==> config.mk <==
export PLATFORM = sky130hd
export DESIGN_NAME = display_scanner
export DESIGN_NICKNAME = d
export VERILOG_FILES = /design/src/rtl/display_scanner.sv
export SDC_FILE = /design/constraint.sdc
export NUM_CORES = 1
export LEC_CHECK = 0
export CORE_UTILIZATION = 50
export DETAILED_ROUTE_END_ITERATION = 7
export GPL_TIMING_DRIVEN = 0
export PLACE_DENSITY = 0.72
export SLEW_MARGIN = 20
export SYNTH_ARGS = -nofsm -noshare
export SYNTH_HDL_FRONTEND = slang
export SYNTH_SLANG_ARGS = --single-unit
==> constraint.sdc <==
create_clock -name i_clk -period 2.7 [get_ports i_clk]
set_clock_uncertainty 0.1 [all_clocks]
set_input_delay 0.405 -clock i_clk [delete_from_list [all_inputs] [get_ports i_clk]]
set_output_delay 0.405 -clock i_clk [all_outputs]
set_load 0.03 [all_outputs]
==> src/rtl/display_scanner.sv <==
// display_scanner: time-multiplexes a hex value onto one 7-segment decoder with digit enables,
// dead-time between digits, frame-synchronous value commit and optional leading-zero blanking.
module display_scanner #(
    parameter int N_DIGITS       = 4,
    parameter int DIV            = 27000,
    parameter int GAP            = 64,
    parameter bit DIG_ACTIVE_LOW = 1'b1
) (
    input  logic                  i_clk,
    input  logic                  i_rst,
    input  logic                  i_load,
    input  logic [4*N_DIGITS-1:0] i_value,
    input  logic                  i_lz_en,
    output logic [3:0]            o_nibble,
    output logic                  o_seg_blank,
    output logic [N_DIGITS-1:0]   o_dig,
    output logic                  o_frame,
    output logic                  o_pending
);
    localparam int IW   = $clog2(N_DIGITS);
    localparam int CMAX = DIV > GAP ? DIV : GAP;
    localparam int CW   = $clog2(CMAX + 1);
    localparam logic [N_DIGITS-1:0] DIG_OFF = {N_DIGITS{DIG_ACTIVE_LOW}};

    typedef enum logic {S_SHOW, S_GAP} state_t;

    state_t                r_state, w_state_nx;
    logic [CW-1:0]         r_cnt, w_cnt_nx;
    logic [IW-1:0]         r_idx, w_idx_nx;
    logic [4*N_DIGITS-1:0] r_disp, r_pend;
    logic                  r_pending;
    logic                  w_wrap;
    logic                  w_hi_zero;
    logic [N_DIGITS-1:0]   w_onehot;

    always_comb begin
        w_state_nx = r_state;
        w_cnt_nx   = r_cnt + 1'b1;
        w_idx_nx   = r_idx;
        w_wrap     = 1'b0;
        if (r_state == S_SHOW) begin
            if (r_cnt == CW'(DIV - 1)) begin
                w_state_nx = S_GAP;
                w_cnt_nx   = '0;
            end
        end else if (r_cnt == CW'(GAP - 1)) begin
            w_state_nx = S_SHOW;
            w_cnt_nx   = '0;
            w_wrap     = r_idx == IW'(N_DIGITS - 1);
            w_idx_nx   = w_wrap ? '0 : r_idx + 1'b1;
        end
    end

    // w_hi_zero: current digit and every more-significant digit are zero
    always_comb begin
        w_hi_zero = 1'b1;
        for (int j = 0; j < N_DIGITS; j++)
            if (j >= int'(r_idx) && r_disp[4*j +: 4] != 4'd0) w_hi_zero = 1'b0;
        w_onehot        = '0;
        w_onehot[r_idx] = 1'b1;
    end

    always_ff @(posedge i_clk) begin
        if (i_rst) begin
            r_state     <= S_SHOW;
            r_cnt       <= '0;
            r_idx       <= '0;
            r_disp      <= '0;
            r_pend      <= '0;
            r_pending   <= 1'b0;
            o_nibble    <= 4'd0;
            o_seg_blank <= 1'b1;
            o_dig       <= DIG_OFF;
            o_frame     <= 1'b0;
        end else begin
            r_state <= w_state_nx;
            r_cnt   <= w_cnt_nx;
            r_idx   <= w_idx_nx;
            o_frame <= w_wrap;
            // a LOAD coinciding with the commit bypasses the pending register
            if (w_wrap) begin
                if (i_load) r_disp <= i_value;
                else if (r_pending) r_disp <= r_pend;
                r_pending <= 1'b0;
            end else if (i_load) begin
                r_pend    <= i_value;
                r_pending <= 1'b1;
            end
            if (r_state == S_SHOW) begin
                o_dig       <= w_onehot ^ DIG_OFF;
                o_nibble    <= r_disp[{r_idx, 2'b00} +: 4];
                o_seg_blank <= i_lz_en && r_idx != '0 && w_hi_zero;
            end else begin
                o_dig       <= DIG_OFF;
                o_seg_blank <= 1'b1;
            end
        end
    end

    assign o_pending = r_pending;
endmodule

==> results.py, run 1 <==
metrics = {
    "placement": {
        "gp_congestion": 0.842,
        "dpl_cell_area_mm2": 0.00333,
        "hpwl_um": 5140,
        "portBuffers": 29,
    },
    "min_path": {
        "whs_endpoint": "o_nibble[1]",
        "hp-class": "flop to flop",
        "hold_depth": 2,
        "hold_start": "o_nibble[1]",
    },
    "synth": {
        "ys.flop_type": "dfxtp_1",
        "synthCells": 335,
        "ys_warn_count": 0,
        "yosys.area.top_type": "dfxtp_1",
        "synth_most_common_cell": "dfxtp_1",
        "synth_top_area_share": 0.414,
        "synthDistinctLibCells": 33,
        "avgSynthCellArea_um2": 8.80,
        "synth_edf_count": 0,
        "synthArstFlopShare": 0,
        "syn_nets": 360,
        "synthesis.area_mm2": 0.00295,
        "synth_common_cells": "dfxtp_1, nand2_1, inv_1",
        "seq_area_frac_synth": 0.414,
        "synth-seq-cells": 61,
        "synthTopCellsByArea": "dfxtp_1, nand2_1, a221oi_2",
    },
    "sta": {
        "fin_crit_ns": 2.58,
        "relSlewSlack": 0.528,
        "maxSlewViolCount": 0,
        "hold_violations": 0,
        "finalSetupTns_ns": 0,
        "max_freq_mhz": 388,
        "fin_crit_sh": 0.955,
        "setup_violations": 0,
        "tightest_slew_ns": 0.701,
    },
    "die": {
        "ios": 31,
        "die_area_mm2": 0.00621,
        "floorplan.rows": 27,
        "die_x_um": 78.8,
        "die_h_um": 78.8,
        "start_util": 0.526,
        "core_area_mm2": 0.00561,
    },
    "worst_setup_path": {
        "r2r-end": "r_disp[10]",
        "cp_data_arrival_time_ns": 2.73,
        "r2r_cells": 7,
        "r2r_setup_slack_ns": 0.12,
        "cp_max_fo": 10,
        "critPathRequiredTime_ns": 2.85,
        "start_kind": "flop",
        "r2r_start": "r_cnt[6]",
        "criticalPathCategory": "flop to flop",
        "crit_path_end_kind": "flop",
    },
    "drt": {
        "routed_wl_um": 7390,
        "drt_first_pass_iters": 6,
        "via_per_inst": 6.18,
        "wire_per_inst_um": 16.3,
        "ant_nets": 0,
        "route.detailed.drc": 0,
        "drtIter0Drc": 174,
        "vias": 2793,
    },
    "cts": {
        "clk_path_buf_depth": 2,
        "cts.sinks": 61,
        "clk_pin_slew_ns": 0.07,
        "clk-insertion-delay-late_ns": 0.34,
        "cts_buffers": 9,
        "cts_root_buf": "clkbuf_8",
        "cts_tree": "done",
        "htree_levels": 3,
    },
    "flow_run": {
        "drv_cap": 0,
    },
    "global_routing": {
        "grt_pass1_vias": 2495,
        "grt_pass1_wl_um": 12200,
        "antenna_found_initial": 0,
        "grt_overflow_total": 0,
        "track_usage": 0.256,
        "grt_max_degree": 11,
    },
    "layout": {
        "drive_above_1_share": 0.105,
        "fillers": 506,
        "stdcell_area_mm2": 0.00355,
        "final_nets": 401,
        "diodes": 0,
        "seqCellArea_mm2": 0.00122,
        "multi_input_comb_area_mm2": 0.00152,
        "area_delta_synth_final_pct": 20.6,
        "post-route-util": 0.634,
    },
    "power_and_ir_drop": {
        "p_per_area_mw_per_mm2": 547,
        "power_mw": 1.94,
        "vdd_drop_max_mv": 0.302,
        "power_leakage_nw": 1.18,
    },
    "run_status": {
        "status": "finished, final reports clean",
    },
}
what timing repair did:
action,4_1_cts,5_1_grt
hold buffers,0,0
setup buffers,0,2
endpoints found under the setup margin,10,38
pin swaps,0,1
resized for setup,1,9
gates cloned,0,0
logic make-up after synthesis:
| family | after synthesis | synth area share |
|---|---|---|
| xor gates and xnor gates | 13 | 0.0386 |
| and+or+nand+nor | 120 | 0.194 |
| muxes | 4 | 0.0306 |
| adders and majority gates | 5 | 0.0212 |
| AOI/OAI and AO/OA | 78 | 0.226 |
| DFF | 61 | 0.414 |
| buffers and inverters | 54 | 0.0747 |
metal layers:
layer | track usage | vias to the layer above | wire length, um
met1 | 0.346 | 1316 | 3370
li1 | - | 1332 | -
met5 | 0 | - | 0
met3 | 0.0540 | 16 | 510
met2 | 0.399 | 129 | 3340
met4 | 0.0963 | 0 | 156
stage by stage:
step / hold slack, ns / worst slack, ns / instances
finish: 0.361 / 0.122 / 452
global route: 0.373 / -0.00190 / 452
CTS: 0.363 / 0.0293 / 451
detailed placement: 0.353 / -0.0285 / 436
global placement: 0.340 / 0.00614 / 436
floorplan: 0.330 / 0.278 / 335
critical path, stage by stage (launching register included):
cell      delay (ns)
dfxtp_1         0.31
buf_6           0.13
or4_1           0.55
or4_1           0.44
or3_1           0.37
buf_2           0.17
buf_6           0.16
a221oi_2        0.26
worst max-delay path by stage:
stage,start,endpoint,cells past startpoint
after CTS,r_cnt[9],r_disp[10],6
after floorplan,r_cnt[6],r_disp[0],7
after global placement,r_cnt[6],r_disp[9],7
after global routing,r_cnt[6],r_pend[12],6
final,r_cnt[6],r_disp[10],7
after detailed placement,r_cnt[6],r_disp[10],7
flip-flops by register name, summed over array words and instances, names as in the netlist:
signal / count
r_cnt: 15
r_disp: 16
o_frame: 1
r_pend: 16
o_dig: 4
o_nibble: 4
o_pending: 1
r_idx: 2
r_state: 1
o_seg_blank: 1
report_power, final:
part	internal [mW]	switching (mW)
clock network	0.468	0.359
logic	0.0728	0.0923
registers	0.929	0.0231
total	1.47	0.474
cell usage in the layout (no fill, tap or decap), types with 2 or more instances in the layout:
cell,n
dfxtp_1,61
nand2_1,48
clkdlybuf4s50_1,29
inv_1,26
nor2_1,21
clkbuf_1,20
o22ai_1,17
and3_1,16
a32oi_1,16
o311ai_0,14
xnor2_1,12
clkbuf_8,11
a221oi_2,10
a21oi_1,7
nor3_1,7
nand3_1,6
nor4_1,6
nand4_1,6
a221oi_1,6
ha_1,5
or4_1,4
mux4_2,4
buf_6,2
buf_2,2
o311ai_1,2
o21ai_0,2
o31ai_1,2
clkinv_2,2
buf_4,2
layout make-up:
type | instances | share of cell area
clock buffer | 11 | 0.0426
inverter | 26 | 0.0275
buffer | 27 | 0.0348
multi-input combinational | 220 | 0.427
clock inverter | 4 | 0.0134
timing repair buffer | 31 | 0.0859
sequential | 61 | 0.344
tap | 72 | 0.0253
No activity file was read; power rests on OpenSTA's default activity.
==> run 2, diff against run 1 <==
--- a/config.mk
+++ b/config.mk
@@ -7,7 +7,6 @@
 export LEC_CHECK = 0
 export CORE_UTILIZATION = 50
 export DETAILED_ROUTE_END_ITERATION = 7
-export GPL_TIMING_DRIVEN = 0
 export PLACE_DENSITY = 0.72
 export SLEW_MARGIN = 20
 export SYNTH_ARGS = -nofsm -noshare
==> results.py, run 2 (synthesis gave the netlist of run 1 again) <==
metrics = {
    "worst_setup_path": {
        "crit_path_end_kind": "flop",
        "cp_max_fo": 16,
        "criticalPathCategory": "flop to flop",
        "critPathMaxStageDelay_ns": 0.53,
        "r2r-end": "r_disp[3]",
        "cp_data_arrival_time_ns": 2.57,
        "slowest_stage": "or4_1",
        "r2r_setup_slack_ns": 0.27,
        "start_kind": "flop",
        "cp_common_cell": "or4_1",
        "timing.critical_path.cells": "or4_1 > or4_1 > or3_1 > buf_4 > a221oi_1",
        "r2r_start": "r_cnt[13]",
        "r2r_cells": 5,
        "worst_path_dominant_cell_family": "simple AND/OR/NAND/NOR gates",
        "critPathRequiredTime_ns": 2.84,
        "path_depth": 5,
        "cp_num_buf_inv": 1,
    },
    "drt": {
        "wire_per_inst_um": 15.0,
        "ant_nets": 0,
        "vias": 2600,
        "routed_wl_um": 6520,
        "drt_first_pass_iters": 5,
        "drtIter0Drc": 195,
        "via_per_inst": 5.96,
        "route.detailed.drc": 0,
    },
    "global_routing": {
        "grt_pass1_vias": 2371,
        "grt_max_degree": 50,
        "grt_pass1_wl_um": 11100,
        "track_usage": 0.231,
        "antenna_found_initial": 0,
        "grt_overflow_total": 0,
    },
    "power_and_ir_drop": {
        "power_leakage_nw": 1.17,
        "p_per_area_mw_per_mm2": 548,
        "vdd_drop_max_mv": 0.231,
        "power_mw": 1.92,
    },
    "cts": {
        "cts.sinks": 61,
        "cts_tree": "done",
        "clk_path_buf_depth": 2,
        "clk_pin_slew_ns": 0.07,
        "cts_buffers": 9,
        "clk-insertion-delay-late_ns": 0.34,
        "cts_resized": 0,
        "post-cts-setup-buffer-count": 0,
        "htree_levels": 3,
        "holdBufCountCts": 0,
        "cts_root_buf": "clkbuf_8",
    },
    "placement": {
        "hpwl_um": 4310,
        "dp.cells": 420,
        "portBuffers": 30,
        "gp_congestion": 0.800,
    },
    "min_path": {
        "hold_depth": 2,
        "hp-class": "flop to flop",
        "whs_endpoint": "o_nibble[3]",
        "hold_start": "o_nibble[3]",
    },
    "sta": {
        "maxSlewViolCount": 0,
        "hold_violations": 0,
        "tightest_slew_ns": 0.589,
        "setup_violations": 0,
        "fin_crit_sh": 0.901,
        "rsz0062_at_grt": "no",
        "max_freq_mhz": 411,
        "fin_crit_ns": 2.43,
        "relSlewSlack": 0.603,
        "finalSetupTns_ns": 0,
    },
    "die": {
        "die_area_mm2": 0.00621,
        "core_area_mm2": 0.00561,
        "start_util": 0.526,
        "die_x_um": 78.8,
        "ios": 31,
        "floorplan.rows": 27,
        "die_h_um": 78.8,
    },
    "layout": {
        "final_nets": 384,
        "top_regs": "r_disp: 16 flops, r_pend: 16 flops, r_cnt: 15 flops",
        "drive_above_1_share": 0.113,
        "diodes": 0,
        "fin_cells": 436,
        "final_common_cell": "dfxtp_1",
        "area_delta_synth_final_pct": 18.8,
        "final_cell_mix": "dfxtp_1, nand2_1, clkdlybuf4s50_1",
    },
    "flow_run": {
        "drv_cap": 0,
    },
    "run_status": {
        "status": "finished, final reports clean",
    },
}
[run 2: changes by cell type in the layout (fill, tap and decap cells not counted), moves of 2 or more]
cell | previous run | this run
o311ai_1 | 2 | 0
o311ai_0 | 14 | 16
buf_4 | 2 | 10
buf_2 | 2 | 0
clkbuf_1 | 20 | 2
buf_6 | 2 | 0
[run 2: power by group]
group	switching [mW]	internal (mW)
combinational	0.0845	0.0771
sequential	0.0215	0.929
clock	0.357	0.449
[run 2: how the worst max path moves through the flow]
stage	from	end	slack, ns
2_1_floorplan	r_cnt[6]	r_disp[0]	0.28
3_3_place_gp	r_cnt[13]	r_disp[3]	0.36
3_5_place_dp	r_cnt[0]	r_disp[3]	0.30
6_report	r_cnt[13]	r_disp[3]	0.27
4_1_cts	r_cnt[13]	r_disp[3]	0.28
5_1_grt	r_cnt[0]	r_disp[3]	0.1
[run 2: worst min-delay path, cell delays in order (launching register included)]
cell and delay, ns:
dfxtp_1 0.31, nand2_1 0.05, a21oi_1 0.05
[run 2: final cells by class]
cell class	instances	area [um^2]
sequential	61	1220
clock inverter	4	47.5
timing repair buffer	41	395
tap	72	90.1
fill	514	2100
inverter	26	97.6
multi-input combinational	220	1510
clock buffer	12	145
[run 2: per-stage QoR]
step	util	hold slack, ns	area [um^2]	worst slack [ns]
5_1_grt	0.625	0.392	3500	0.0958
4_1_cts	0.625	0.359	3500	0.284
2_1_floorplan	-	0.330	2950	0.278
3_3_place_gp	0.590	0.338	3310	0.356
6_report	0.625	0.358	3500	0.268
3_5_place_dp	0.590	0.350	3310	0.303
[run 2: per-layer routing]
| layer | track usage | part of all wire | wire, um |
|---|---|---|---|
| met2 | 0.336 | 0.44 | 2880 |
| met3 | 0.0391 | 0.036 | 232 |
| met4 | 0.100 | 0.014 | 90 |
| met1 | 0.333 | 0.51 | 3320 |
| met5 | 0 | 0 | 0 |
